$ cat src/rtl/ripple_accumulator_pkg.sv
// Shared definitions for the ripple accumulator: FSM state type and default sizing.
package ripple_accumulator_pkg;

  typedef enum logic [1:0] {
    IDLE = 2'd0,
    ACC  = 2'd1,
    HOLD = 2'd2
  } acc_state_t;

  localparam int unsigned DEFAULT_WIDTH       = 4;
  localparam int unsigned DEFAULT_NUM_SAMPLES = 4;

endpackage

$ cat src/rtl/acc_adder.sv
// Parametric combinational ripple-carry adder built from a chain of full-adder cells.
module acc_adder #(
  parameter int unsigned WIDTH = 4
) (
  input  logic [WIDTH-1:0] a,
  input  logic [WIDTH-1:0] b,
  input  logic             cin,
  output logic [WIDTH-1:0] sum,
  output logic             cout
);

  logic [WIDTH:0] carry;

  assign carry[0] = cin;

  for (genvar i = 0; i < WIDTH; i++) begin : g_fa
    assign sum[i]     = a[i] ^ b[i] ^ carry[i];
    assign carry[i+1] = (a[i] & b[i]) | (carry[i] & (a[i] ^ b[i]));
  end

  assign cout = carry[WIDTH];

endmodule

$ cat src/rtl/ripple_accumulator.sv
// Sums NUM_SAMPLES handshaked operands into a registered total with sticky carry-out,
// then holds the result on a valid/ready output until it is taken.
module ripple_accumulator
  import ripple_accumulator_pkg::*;
#(
  parameter  int unsigned WIDTH       = DEFAULT_WIDTH,
  parameter  int unsigned NUM_SAMPLES = DEFAULT_NUM_SAMPLES,
  localparam int unsigned CNT_W       = $clog2(NUM_SAMPLES + 1)
) (
  input  logic             clk,
  input  logic             rst_n,
  input  logic             clear,
  input  logic             in_valid,
  output logic             in_ready,
  input  logic [WIDTH-1:0] in_data,
  output logic             out_valid,
  input  logic             out_ready,
  output logic [WIDTH-1:0] out_sum,
  output logic             out_ovf,
  output logic [CNT_W-1:0] count
);

  acc_state_t       state_q, state_d;
  logic [WIDTH-1:0] acc_q, acc_d;
  logic             ovf_q, ovf_d;
  logic [CNT_W-1:0] cnt_q, cnt_d;

  logic [WIDTH-1:0] add_sum;
  logic             add_cout;
  logic [CNT_W-1:0] cnt_inc;
  logic             accept;
  logic             emit;

  acc_adder #(
    .WIDTH (WIDTH)
  ) u_adder (
    .a    (acc_q),
    .b    (in_data),
    .cin  (1'b0),
    .sum  (add_sum),
    .cout (add_cout)
  );

  // Handshake flags decode from state only, never from in_valid/out_ready.
  assign in_ready  = (state_q != HOLD);
  assign out_valid = (state_q == HOLD);
  assign out_sum   = acc_q;
  assign out_ovf   = ovf_q;
  assign count     = cnt_q;

  assign accept  = in_valid && in_ready;
  assign emit    = out_valid && out_ready;
  assign cnt_inc = cnt_q + CNT_W'(1);

  always_comb begin
    state_d = state_q;
    acc_d   = acc_q;
    ovf_d   = ovf_q;
    cnt_d   = cnt_q;
    if (clear) begin
      state_d = IDLE;
      acc_d   = '0;
      ovf_d   = 1'b0;
      cnt_d   = '0;
    end else begin
      case (state_q)
        IDLE: begin
          if (accept) begin
            acc_d   = in_data;
            ovf_d   = 1'b0;
            cnt_d   = CNT_W'(1);
            state_d = (NUM_SAMPLES == 1) ? HOLD : ACC;
          end
        end
        ACC: begin
          if (accept) begin
            acc_d = add_sum;
            ovf_d = ovf_q | add_cout;
            cnt_d = cnt_inc;
            if (cnt_inc == CNT_W'(NUM_SAMPLES)) state_d = HOLD;
          end
        end
        HOLD: begin
          if (emit) begin
            state_d = IDLE;
            acc_d   = '0;
            ovf_d   = 1'b0;
            cnt_d   = '0;
          end
        end
        default: state_d = IDLE;
      endcase
    end
  end

  always_ff @(posedge clk or negedge rst_n) begin
    if (!rst_n) begin
      state_q <= IDLE;
      acc_q   <= '0;
      ovf_q   <= 1'b0;
      cnt_q   <= '0;
    end else begin
      state_q <= state_d;
      acc_q   <= acc_d;
      ovf_q   <= ovf_d;
      cnt_q   <= cnt_d;
    end
  end

endmodule

$ cat config.mk
export PLATFORM = sky130hd
export DESIGN_NAME = ripple_accumulator
export DESIGN_NICKNAME = d
export VERILOG_FILES = /design/src/rtl/ripple_accumulator_pkg.sv /design/src/rtl/acc_adder.sv /design/src/rtl/ripple_accumulator.sv
export SDC_FILE = /design/constraint.sdc
export NUM_CORES = 1
export LEC_CHECK = 0
export BUFFER_PORTS_ARGS = -buffer_cell sky130_fd_sc_hd__buf_2
export CORE_MARGIN = 10
export CORE_UTILIZATION = 30
export CTS_CLUSTER_DIAMETER = 100
export CTS_CLUSTER_SIZE = 10
export DETAILED_ROUTE_END_ITERATION = 7
export GPL_TIMING_DRIVEN = 0
export PLACE_DENSITY = 0.63
export RECOVER_POWER = 100
export SKIP_LAST_GASP = 1
export SLEW_MARGIN = 10
export SYNTH_ARGS = -nofsm -noshare
export SYNTH_HDL_FRONTEND = slang
export SYNTH_SLANG_ARGS = --single-unit
$ cat constraint.sdc
create_clock -name clk -period 2 [get_ports clk]
set_input_delay 0.4 -clock clk [delete_from_list [all_inputs] [get_ports clk]]
set_output_delay 0.4 -clock clk [all_outputs]
set_load 0.02 [all_outputs]
==> qor.yml, run 1 <==
static-leakage-power_uw: 0.000387
gr-usage-all-layers_pct: 7.17
hold_viol: 0
synthArstFlopShare_pct: 100
avgViaCountPerCell: 4.79
cts_buffers: 3
slowest_delay_ns: 0.52
synthTopCellsByArea: "dfrtp_1, ha_1, fa_1, nand2_1, o21ai_1"
crit_chain: "ha_4 -> fa_2 -> fa_2 -> fa_2 -> a22oi_1 -> o21ai_1"
yosysWarnings: 0
slew_violations: 0
worstSetupPathType: "flip-flop to flip-flop"
holdPathEnd: "state_q[1]"
fin_crit_sh_pct: 103
final_cell_area_um2: 891
cp-end-kind: "flip-flop"
clk-insertion-delay-late_ns: 0.26
synthTopCellsByCount: "dfrtp_1, nand2_1, ha_1, o21ai_1, a22oi_1"
wl_per_cell_um: 12.7
reg2reg_depth: 6
cts_root_buf: "clkbuf_4"
layout.nets: 113
status: "finished, violations left"
fp.dieW_um: 68.9
n_antenna_cell: 0
yosysSeqAreaShare_pct: 34.8
max_freq_mhz: 487
drive_gt1_share_pct: 22.6
cp_max_fo: 2
yosysTopAreaCellShare_pct: 34.8
initial_utilization_pct: 31.9
synth.largest_area_cell: "dfrtp_1"
grt_setup_unrepaired: "true"
cp_data_arrival_time_ns: 2.24
setup_viol: 2
hpwl_um: 1300
timing.final.ws_setup_ns: -0.0541
cp.required_ns: 2.18
pre_cts_ws_ns: -0.163
finClkSkew_ns: 0.00950
maxSlewHeadroom_pct: 63.7
htree_levels: 1
synthFlopType: "dfrtp_1"
gp_congestion: 0.705
ys_seq_elements: 10
overflow: 0
violations: "setup timing"
drtAntennaViolNets: 0
hp-class: "input pin to flip-flop"
syn2layout_area_growth_pct: 24.0
syn_area_per_cell_um2: 10.4
core_area_um2: 2250
slowest_stage: "fa_2"
synth-edff-count: 0
dpl_cell_area_um2: 865
period_needed_ns: 2.05
power.density_nw_per_um2: 1150
io_buffers: 18
crit_path_frequent_cell: "fa_2"
dr.first_iter.drc_count: 15
dieArea_um2: 4750
r2r_start: "out_sum[0]"
worstMarginPinSlew_ns: 0.544
whs_path_depth: 2
grt_max_degree: 11
syn_inst: 69
min_from: "clear"
cts_tree: "done"
drc: 0
clkSlewWorstSetupHoldPaths_ns: 0.07
grt_pass1_vias: 618
drt_pass1_iterations: 4
ios: 19
syn_nets: 88
maxCapViolCount: 0
reg2reg_to: "out_sum[3]"
r2r_setup_slack_ns: -0.05
vdd_drop_max_v: 0.000406
grt_pass1_wl_um: 2670
fin_setup_tns_ns: -0.0571
startpoint_type: "flip-flop"
netlist_area_um2: 718
die_h_um: 68.9
cts_buffer_depth: 2
vias: 579
antenna_found_initial: 0
num_rows: 17
clock-sinks: 10
postRouteWirelength_um: 1530
synth_cell_types: 28
## worst max path at each step
stage / from / endpoint / slack (ns)
finish: out_sum[0] / out_sum[3] / -0.05
floorplan: out_sum[0] / out_sum[3] / -0.04
global placement: in_data[0] / out_sum[3] / -0.13
detailed placement: in_data[0] / out_sum[3] / -0.16
CTS: out_sum[0] / out_sum[3] / -0.06
global route: out_sum[0] / out_sum[3] / -0.09
## placed cells by master (no fill, tap or decap), types with 3 or more instances in the layout
cell type | synthesis | layout
clkbuf_4 | 0 | 4
nor2b_1 | 3 | 3
fa_2 | 0 | 3
a22oi_1 | 4 | 4
dfrtp_1 | 10 | 9
ha_1 | 7 | 6
clkbuf_1 | 0 | 12
nor2_1 | 3 | 3
nand2_1 | 10 | 10
inv_1 | 3 | 3
buf_2 | 0 | 7
o21ai_1 | 7 | 7
## layer usage
| metal | global-route usage [%] | vias to the layer above | share of wire (%) |
|---|---|---|---|
| met5 | 0 | - | 0 |
| met4 | 2.96 | 0 | 1.5 |
| met3 | 1.61 | 2 | 3.6 |
| met2 | 12.9 | 10 | 52 |
| met1 | 7.88 | 278 | 42 |
| li1 | - | 289 | - |
## flip-flops by register name, indices dropped and copies added, names as in the netlist
signal / flops
state_q: 2
count: 3
out_ovf: 1
out_sum: 4
## cells by family (layout without fill, tap and decap cells)
group           count (synthesis)  count (layout)  synth area share (%)
simple gates                   24              24                  18.5
compound gates                 19              19                  20.2
fa+ha+maj                      10              10                  20.6
flops                          10              10                  34.8
buf+inv                         5              29                  3.66
xor+xnor                        1               1                  2.27
## per-stage QoR
stage / cells / utilization (%) / hold slack, ns / total power (µW)
after floorplan: 69 / - / 0.104 / 736
after global placement: 115 / 38.3 / 0.273 / 878
after detailed placement: 115 / 38.3 / 0.274 / 903
after CTS: 121 / 40.3 / 0.441 / 1070
after global routing: 121 / 39.5 / 0.439 / 1140
final: 121 / 39.5 / 0.439 / 1030
## layout make-up
type | instances | area, µm²
multi-input combinational | 54 | 462
buffer | 2 | 11.3
sequential | 10 | 251
fill | 251 | 1360
clock buffer | 4 | 26.3
timing repair buffer | 20 | 93.8
tap | 28 | 35.0
inverter | 3 | 11.3
## critical path: cells and delay by family (launching register included)
kind                     cells  cell delay [ns]
AO/OA/AOI/OAI                2             0.18
adder cells (fa/ha/maj)      4             1.37
flip-flops                   1             0.43
## what timing repair did
action	CTS	global route
gates resized for setup	0	1
hold buffers	1	0
setup buffers	1	0
pin swaps	1	0
hold endpoints to repair	10	0
setup endpoints to repair	2	3
## report_power, final
group / internal, µW / switching, µW / leakage (µW)
Sequential: 266 / 64.1 / 0.000132
Clock: 76.9 / 69.2 / 0.0000150
Combinational: 222 / 328 / 0.000241
Power figures use the tool's default switching activity.
==> run 2, diff against run 1 <==
--- a/config.mk
+++ b/config.mk
@@ -6,6 +6,7 @@
 export NUM_CORES = 1
 export LEC_CHECK = 0
 export BUFFER_PORTS_ARGS = -buffer_cell sky130_fd_sc_hd__buf_2
+export CORE_ASPECT_RATIO = 1.4
 export CORE_MARGIN = 10
 export CORE_UTILIZATION = 30
 export CTS_CLUSTER_DIAMETER = 100
==> run 2 against run 1 <==
Against the previous run:
- power grew 6.0%
- cell count decreased by 5.0%
- count of clock-buffer cells in the layout unchanged
- the flow still finishes with violations (setup timing)
- clock power increased by 34%
- sequential share of layout area is 0.20 points lower
- die area increased by 0.57%
- highest routed layer unchanged
- final area is 0.70% higher
- non-clock buffer count unchanged
- first-iteration DRC count decreased by 80%
==> qor.yml, run 2 (same netlist as run 1, synthesis figures left out) <==
r2r_start: "out_sum[0]"
grt_pass1_wl_um: 2790
num_rows: 20
crit_path_frequent_cell: "fa_2"
avgViaCountPerCell: 5.18
slowest_stage: "fa_2"
critical_path.endpoint: "out_sum[3]"
cp-end-kind: "flip-flop"
clk-insertion-delay-late_ns: 0.28
slew_violations: 0
crit_start: "out_sum[0]"
drive_gt1_share_pct: 23.7
antenna_found_initial: 0
slowest_delay_ns: 0.53
finClkSkew_ns: 0.00246
switching_share_pct: 44.4
htree_levels: 1
postRouteWirelength_um: 1640
largest_reg_flops: 4
drt_pass1_iterations: 2
cts_buffer_depth: 2
clock-sinks: 10
fp.dieW_um: 61.4
cts_resized: 0
core_area_um2: 2230
syn2layout_area_growth_pct: 24.9
worstMarginPinSlew_ns: 0.583
gr-usage-all-layers_pct: 7.70
hold_viol: 0
cts_tree: "done"
cp_top_family: "adder cells"
place_inst: 109
static-leakage-power_uw: 0.000394
cp_data_arrival_time_ns: 2.26
die_h_um: 77.9
timing.final.ws_setup_ns: -0.0515
reg2reg_depth: 6
dr.first_iter.drc_count: 3
clock_power_share_pct: 18.0
clkSlewWorstSetupHoldPaths_ns: 0.08
p_comb_share_pct: 51.5
cp.required_ns: 2.21
drtAntennaViolNets: 0
io_buffers: 18
max_freq_mhz: 487
cts_buffers: 3
grt_max_degree: 11
initial_utilization_pct: 32.2
maxCapViolCount: 0
internal_power_uw: 604
gp_congestion: 0.706
hp-class: "input pin to flip-flop"
maxSlewHeadroom_pct: 61.1
layout.nets: 113
seq_power_share_pct: 30.5
grt_setup_unrepaired: "true"
r2r_setup_slack_ns: -0.05
mostFrequentLayoutCells: "clkbuf_1, nand2_1, dfrtp_1"
cp_max_fo: 2
worst_hold_slack_ns: 0.406
dieArea_um2: 4780
status: "finished, violations left"
crit_buf_inv: 0
overflow: 0
layout.cells.non_filler: 115
ios: 19
power_switching_uw: 483
n_antenna_cell: 0
vdd_drop_max_v: 0.000497
power.density_nw_per_um2: 1210
fin_crit_sh_pct: 103
crit_chain: "ha_4 -> fa_2 -> fa_2 -> fa_2 -> a22oi_1 -> o21ai_1"
setup_viol: 1
cts_root_buf: "clkbuf_4"
period_needed_ns: 2.05
reg2reg_to: "out_sum[3]"
drc: 0
vias: 596
path_depth: 6
violations: "setup timing"
wl_per_cell_um: 14.3
hpwl_um: 1310
final_common_cell: "clkbuf_1"
final_core_util_pct: 40.3
grt_pass1_vias: 634
startpoint_type: "flip-flop"
worstSetupPathType: "flip-flop to flip-flop"
## run 2: area by class of cell
| type | instances | area [µm²] |
|---|---|---|
| repair buffers | 20 | 93.8 |
| inverters | 3 | 11.3 |
| plain buffers | 2 | 15.0 |
| fillers | 230 | 1330 |
| clock buffers | 4 | 36.3 |
| well taps | 22 | 27.5 |
| multi-input cells | 54 | 462 |
| flip-flops and latches | 10 | 251 |
## run 2: worst min-delay path by stage
stage               startpoint         end  slack [ns]  depth (start not counted)
global placement         rst_n     out_ovf        0.28                          1
CTS                      clear  state_q[1]        0.40                          2
global route             clear  state_q[1]        0.44                          2
detailed placement       rst_n     out_ovf        0.28                          1
finish                   clear  state_q[1]        0.41                          2
floorplan                rst_n    count[0]        0.10                          0
## run 2: power by group through the flow
stage | combinational (µW) | sequential (µW) | clock [µW]
2_1_floorplan | 349 | 387 | 0
3_3_place_gp | 554 | 333 | 0
3_5_place_dp | 577 | 336 | 0
4_1_cts | 595 | 331 | 204
5_1_grt | 638 | 345 | 209
6_report | 560 | 331 | 196
## run 2: layer usage
layer,track usage (%),part of all wire [%]
met4,5.38,3.1
met1,8.10,41
met5,0,0
met3,2.61,5.6
met2,12.3,50
## run 2: metrics by stage
| stage | setup slack (ns) | instance area (µm²) | power (µW) | TNS (ns) |
|---|---|---|---|---|
| finish | -0.0515 | 897 | 1090 | -0.0515 |
| global route | -0.120 | 897 | 1190 | -0.173 |
| CTS | -0.0653 | 911 | 1130 | -0.0697 |
| detailed placement | -0.177 | 857 | 913 | -0.320 |
| global placement | -0.144 | 857 | 888 | -0.258 |
| floorplan | -0.0405 | 739 | 736 | -0.0609 |
## run 2: timing repair
| item | CTS | global route |
|---|---|---|
| hold buffers | 1 | 0 |
| pin swaps | 1 | 0 |
| hold endpoints to repair | 10 | 0 |
| endpoints found under the setup margin | 2 | 2 |
| setup buffers | 1 | 0 |
